<file path="config.mk">
export PLATFORM = sky130hd
export DESIGN_NAME = cpu_dbg_streamer
export DESIGN_NICKNAME = d
export VERILOG_FILES = /design/src/rtl/cpu_dbg_streamer.sv
export SDC_FILE = /design/constraint.sdc
export NUM_CORES = 1
export LEC_CHECK = 0
export CORE_MARGIN = 8
export CORE_UTILIZATION = 35
export DETAILED_ROUTE_END_ITERATION = 12
export SETUP_SLACK_MARGIN = 0.5
export SYNTH_ARGS = -nofsm -noshare
export SYNTH_HDL_FRONTEND = slang
export SYNTH_SLANG_ARGS = --single-unit
</file>
<file path="constraint.sdc">
create_clock -name clk -period 26.9 [get_ports clk]
set_input_delay 4.035 -clock clk [delete_from_list [all_inputs] [get_ports clk]]
set_output_delay 4.035 -clock clk [all_outputs]
set_load 0.1 [all_outputs]
</file>
<file path="src/rtl/cpu_dbg_streamer.sv">
`default_nettype none
// +----------------------------------------------------------------------+
// | cpu_dbg_streamer: snapshots eight 32-bit debug words on trig and     |
// | streams header, 32 data bytes and optional checksum over valid/ready |
// | Revision: 1.0                                                        |
// +----------------------------------------------------------------------+
module cpu_dbg_streamer #(
  parameter logic [7:0] HEADER  = 8'hA5,
  parameter bit         CSUM_EN = 1'b1
) (
  input  logic        clk,
  input  logic        rst,
  input  logic        trig,
  input  logic [31:0] data_in0,
  input  logic [31:0] data_in1,
  input  logic [31:0] data_in2,
  input  logic [31:0] data_in3,
  input  logic [31:0] data_in4,
  input  logic [31:0] data_in5,
  input  logic [31:0] data_in6,
  input  logic [31:0] data_in7,
  output logic [7:0]  out_data,
  output logic        out_valid,
  input  logic        out_ready,
  output logic        busy
);

  typedef enum logic [1:0] {
    S_IDLE = 2'd0,
    S_HDR  = 2'd1,
    S_DATA = 2'd2,
    S_CSUM = 2'd3
  } state_t;

  localparam logic [4:0] c_last_idx = 5'd31;

  state_t      r_state;
  logic [31:0] r_snap [8];
  logic [4:0]  r_cnt;
  logic [7:0]  r_csum;
  logic [7:0]  r_out_data;
  logic        r_out_valid;
  logic        r_busy;

  logic [31:0] w_din [8];
  logic [4:0]  w_nxt_idx;
  logic [31:0] w_nxt_word;
  logic [7:0]  w_nxt_byte;
  logic [7:0]  w_csum_nxt;
  logic        w_xfer;

  always_comb begin
    w_din[0] = data_in0;
    w_din[1] = data_in1;
    w_din[2] = data_in2;
    w_din[3] = data_in3;
    w_din[4] = data_in4;
    w_din[5] = data_in5;
    w_din[6] = data_in6;
    w_din[7] = data_in7;
  end

  // Byte k+1 is preloaded so the next byte is ready on the transfer of byte k.
  assign w_nxt_idx  = r_cnt + 5'd1;
  assign w_nxt_word = r_snap[w_nxt_idx[4:2]];
  assign w_nxt_byte = w_nxt_word[{w_nxt_idx[1:0], 3'b000} +: 8];
  assign w_csum_nxt = r_csum + r_out_data;
  assign w_xfer     = r_out_valid & out_ready;

  always_ff @(posedge clk or posedge rst) begin
    if (rst) begin
      r_state     <= S_IDLE;
      r_cnt       <= '0;
      r_csum      <= '0;
      r_out_data  <= '0;
      r_out_valid <= 1'b0;
      r_busy      <= 1'b0;
      for (int i = 0; i < 8; i++) r_snap[i] <= '0;
    end else begin
      case (r_state)
        S_IDLE: begin
          if (trig) begin
            for (int i = 0; i < 8; i++) r_snap[i] <= w_din[i];
            r_cnt       <= '0;
            r_csum      <= '0;
            r_state     <= S_HDR;
            r_out_data  <= HEADER;
            r_out_valid <= 1'b1;
            r_busy      <= 1'b1;
          end
        end
        S_HDR: begin
          if (w_xfer) begin
            r_state    <= S_DATA;
            r_out_data <= r_snap[0][7:0];
          end
        end
        S_DATA: begin
          if (w_xfer) begin
            r_csum <= w_csum_nxt;
            if (r_cnt == c_last_idx) begin
              if (CSUM_EN) begin
                r_state    <= S_CSUM;
                r_out_data <= w_csum_nxt;
              end else begin
                r_state     <= S_IDLE;
                r_out_valid <= 1'b0;
                r_busy      <= 1'b0;
              end
            end else begin
              r_cnt      <= w_nxt_idx;
              r_out_data <= w_nxt_byte;
            end
          end
        end
        S_CSUM: begin
          if (w_xfer) begin
            r_state     <= S_IDLE;
            r_out_valid <= 1'b0;
            r_busy      <= 1'b0;
          end
        end
        default: r_state <= S_IDLE;
      endcase
    end
  end

  assign out_data  = r_out_data;
  assign out_valid = r_out_valid;
  assign busy      = r_busy;

endmodule
`default_nettype wire

</file>
==> flow_results.org <==
** Status
- The run finished with clean final reports.

** Critical path
- Cell chain of the critical path :: clkdlybuf4s50_1, nand2_4, buf_12, mux2_2
- Logic depth of the worst register-to-register path :: 11
- Worst path top cell family by delay :: buffers and inverters
- CP max stage delay :: 750 ps
- Together, buffers and inverters on the worst path number 2.
- Data on the critical path arrives at its endpoint at 6730 ps.
- STA classifies the critical path endpoint as a register.
- In this run the register-to-register setup slack is 21880 ps.
- In this run the critical register-to-register path is captured at out_data[6].
- CP Depth :: 4
- Crit Reg-Reg Startpoint :: r_cnt[0]
- Worst EP required :: 27320 ps
- Worst Path Class, Setup :: in -> reg
- The worst setup path is launched from an input port.
- Following the worst setup path forward leads to its endpoint at r_snap[21].
- CP max FO :: 185
- The most critical setup path has its startpoint at trig.
- On the critical path, the stage with the largest delay is an instance of sky130_fd_sc_hd__buf_12.

** Timing
- Final setup violation count :: 0
- Final Critical Period :: 6320 ps
- Setup Total Neg Slack :: 0 ps
- Pins Over Slew Limit :: 0
- Clock skew on the completed layout was measured at 12.3 ps.
- Headroom to the max-slew limit came out at 30.3%.
- Worst setup margin :: 20580 ps
- At the pin with the least slew margin, the transition time is 1050 ps.
- Final Hold Vio Count :: 0
- RSZ-0062 raised after global routing :: no
- Period utilisation layout :: 23.5%
- Based on the critical path, the design can be clocked at up to 158 MHz.
- The tightest hold path in the finished design has a slack of 491 ps.

** Yosys
- Top post-synthesis cells by count :: sky130_fd_sc_hd__dfrtp_1 (280), sky130_fd_sc_hd__mux2_2 (266), sky130_fd_sc_hd__nand2_1 (65)
- Post-synth cell types :: 66
- Flip-flop and latch count after synthesis :: 280
- Number of flops mapped to enable cells by yosys :: 0
- By area, the combinational part of the netlist is dominated by multiplexers.
- The number of nets in the synthesized netlist is 1233.
- Summing the areas of all xor and xnor instances in the mapped netlist gives 1.02% of the synthesized area.
- Warnings, synthesis :: 0
- Counting flops with an async set or reset pin after synthesis yields a share of 100%.
- By area the synthesized netlist is led by sky130_fd_sc_hd__dfrtp_1 (53%), sky130_fd_sc_hd__mux2_2 (23%), sky130_fd_sc_hd__mux4_1 (3.8%).
- Portion of synthesized cell area occupied by the leading cell type :: 52.6%
- Simple-Gate Fraction of Synth Area :: 4.84%
- Fraction of synthesized area in multiplexers :: 31.7%
- Arithmetic-cell share of the synthesized area counting full adders, half adders and majority gates :: 1.37%
- Area of the mapped netlist :: 13300 µm²
- Sequential area share after synthesis :: 52.6%
- The largest total area in the synthesized netlist belongs to sky130_fd_sc_hd__dfrtp_1.
- Summing the areas of all compound-gate instances in the mapped netlist gives 5.89% of the synthesized area.
- Main flop type after synthesis :: sky130_fd_sc_hd__dfrtp_1
- In the synthesized netlist, the number of instances is 959.
- By instance count, the leading cell after synthesis is sky130_fd_sc_hd__dfrtp_1.
- Synthesized area per cell :: 13.9 µm²

** Global route
- The first global-routing pass estimated 60600 µm of wire.
- The initial antenna violation count was 10.
- Entering global routing, the biggest net connects 186 pins.
- The number of global-route vias before repair was 9876.
- Aggregate global-route resource usage :: 18.0%
- Global route total overflow :: 0

** Place
- At the end of routability-driven placement, the weighted congestion stood at 0.842.
- Prior to clock tree synthesis, the placed netlist has a worst setup slack of 20080 ps.
- IO buf count :: 269
- Cells after DPL :: 1692
- In this run the cell area measured after placement is 16500 µm².
- The wire-length estimate of the detail-placed layout is 29000 µm.

** Clock network
- TritonCTS built the clock tree.
- The longest clock path from root to sink contains 3 buffers.
- Post-CTS Setup Inserts :: 0
- Once the clock tree was built, the resizer swapped 0 gates to a different size.
- Worst-Skew Late Latency :: 530 ps
- Clock-pin slew was measured on the worst setup and hold paths at 60 ps.
- Hold repair after CTS inserted 0 buffers.
- In this run the clock root is driven by a sky130_fd_sc_hd__clkbuf_16.
- The clock net in this run drives a total of 280 sinks.
- The H-tree generated during clock tree synthesis spans 2 levels.
- Buffers inserted during clock tree synthesis total 34.

** Floorplan
- From bottom edge to top edge, the die measures 211 µm.
- Top-Level Pins :: 270
- The die covers 44500 µm².
- From left edge to right edge, the die measures 211 µm.
- Initial core utilization :: 35.4%
- CORE AREA :: 37600 µm²
- Core Rows :: 71

** Routing
- After detailed routing, the number of vias per cell comes to 5.12.
- Remaining design rule violation count :: 0
- Final WL :: 40300 µm
- Dividing the detail-routed wire length by the instance count gives 22.9 µm.
- Via Count :: 8991
- For this run, the detailed router's first-pass iteration total came to 5.
- Once detail routing completed, the nets flagged for antenna violations numbered 0.
- Number of design-rule violations left by the first detailed-router iteration :: 465

** Power and ir drop
- Internal Power :: 1.29 mW
- Power Density :: 107 nW/µm²
- Switching Share :: 31.9%
- Clock share of power :: 24.6%
- VDD sags by at most 48.0 µV.
- Static leakage power :: 7.30 nW
- Comb pwr share :: 36.1%
- The analysis attributes to net switching a power of 606 µW.
- Sequential cell fraction of total power :: 39.3%

** Cells and area
- Fraction of final layout cells sized beyond drive strength 1 :: 29.2%
- Final cell count without fillers :: 1757
- Post-route design area :: 17700 µm²
- Area overhead of the layout relative to synthesis :: 32.7%
- In the final design database the tool counted 1491 nets.

** Job
- Number of maximum-capacitance constraint violations :: 0

** Hold path
- Worst hold path class :: reg -> reg
-- flip-flops by register name, summed over array words and instances, names as in the netlist --
register,flops
r_state,2
r_snap,256
r_csum,8
busy,1
r_cnt,5
out_data,8
-- layout make-up --
cell class | count | area (µm²)
diodes | 6 | 15.0
clock buffers | 52 | 1050
clock inverters | 7 | 88.8
fillers | 3409 | 19900
inverters | 10 | 45.0
multi-input cells | 610 | 6020
flip-flops and latches | 280 | 7010
well taps | 511 | 639
repair buffers | 281 | 2800
-- metal layers --
metal / GRT usage, % / routed length [µm] / vias up
met1: 22.4 / 17000 / 4586
met3: 5.80 / 2940 / 64
met4: 5.79 / 843 / 12
met2: 29.5 / 19400 / 242
met5: 0 / 72 / -
li1: - / - / 4087
-- metrics by stage --
stage	power, mW	utilization (%)
after global routing	2.01	47.0
after global placement	1.42	43.9
after detailed placement	1.44	43.9
final	1.90	47.0
after CTS	1.92	47.0
after floorplan	1.23	-
-- power by group through the flow --
stage                     combinational (mW)  clock (mW)  sequential [mW]
after floorplan                        0.480           0            0.750
after global placement                 0.678           0            0.742
after detailed placement               0.691           0            0.751
after CTS                              0.693       0.482            0.744
after global routing                   0.739       0.497            0.772
final                                  0.685       0.467            0.745
-- placed cells by master, fill, tap and decap left out, drive strengths merged, types with 7 or more instances in the layout --
| master | netlist | routed |
|---|---|---|
| nand2 | 65 | 65 |
| dfrtp | 280 | 280 |
| mux2i | 28 | 28 |
| o22ai | 8 | 8 |
| nand3 | 14 | 14 |
| ha | 13 | 13 |
| a22o | 8 | 8 |
| mux2 | 266 | 266 |
| clkbuf | 38 | 52 |
| nor2 | 20 | 20 |
| xnor2 | 7 | 7 |
| inv | 9 | 10 |
| buf | 21 | 12 |
| clkdlybuf4s50 | 0 | 269 |
| o21ai | 27 | 27 |
| and2 | 7 | 7 |
| a21oi | 14 | 14 |
| mux4 | 39 | 39 |
-- cells by family after synthesis --
logic type / Yosys count
and+or+nand+nor: 138
adders and majority gates: 14
buffers and inverters: 69
DFF: 280
muxes: 333
xor gates and xnor gates: 12
AOI/OAI and AO/OA: 113
-- how the worst min path moves through the flow --
stage,from,endpoint,cells past startpoint
after floorplan,r_csum[3],r_csum[3],2
after global placement,r_cnt[4],r_cnt[4],2
after detailed placement,r_csum[5],r_csum[5],2
after CTS,r_csum[5],r_csum[5],2
after global routing,r_snap[178],r_snap[178],1
final,r_cnt[4],r_cnt[4],2
-- tightest hold or removal path, stage by stage (launching register included) --
cell and delay, ps:
sky130_fd_sc_hd__dfrtp_1 350, sky130_fd_sc_hd__nand2_1 50, sky130_fd_sc_hd__o21ai_0 60
(Power assumes the default switching activity.)
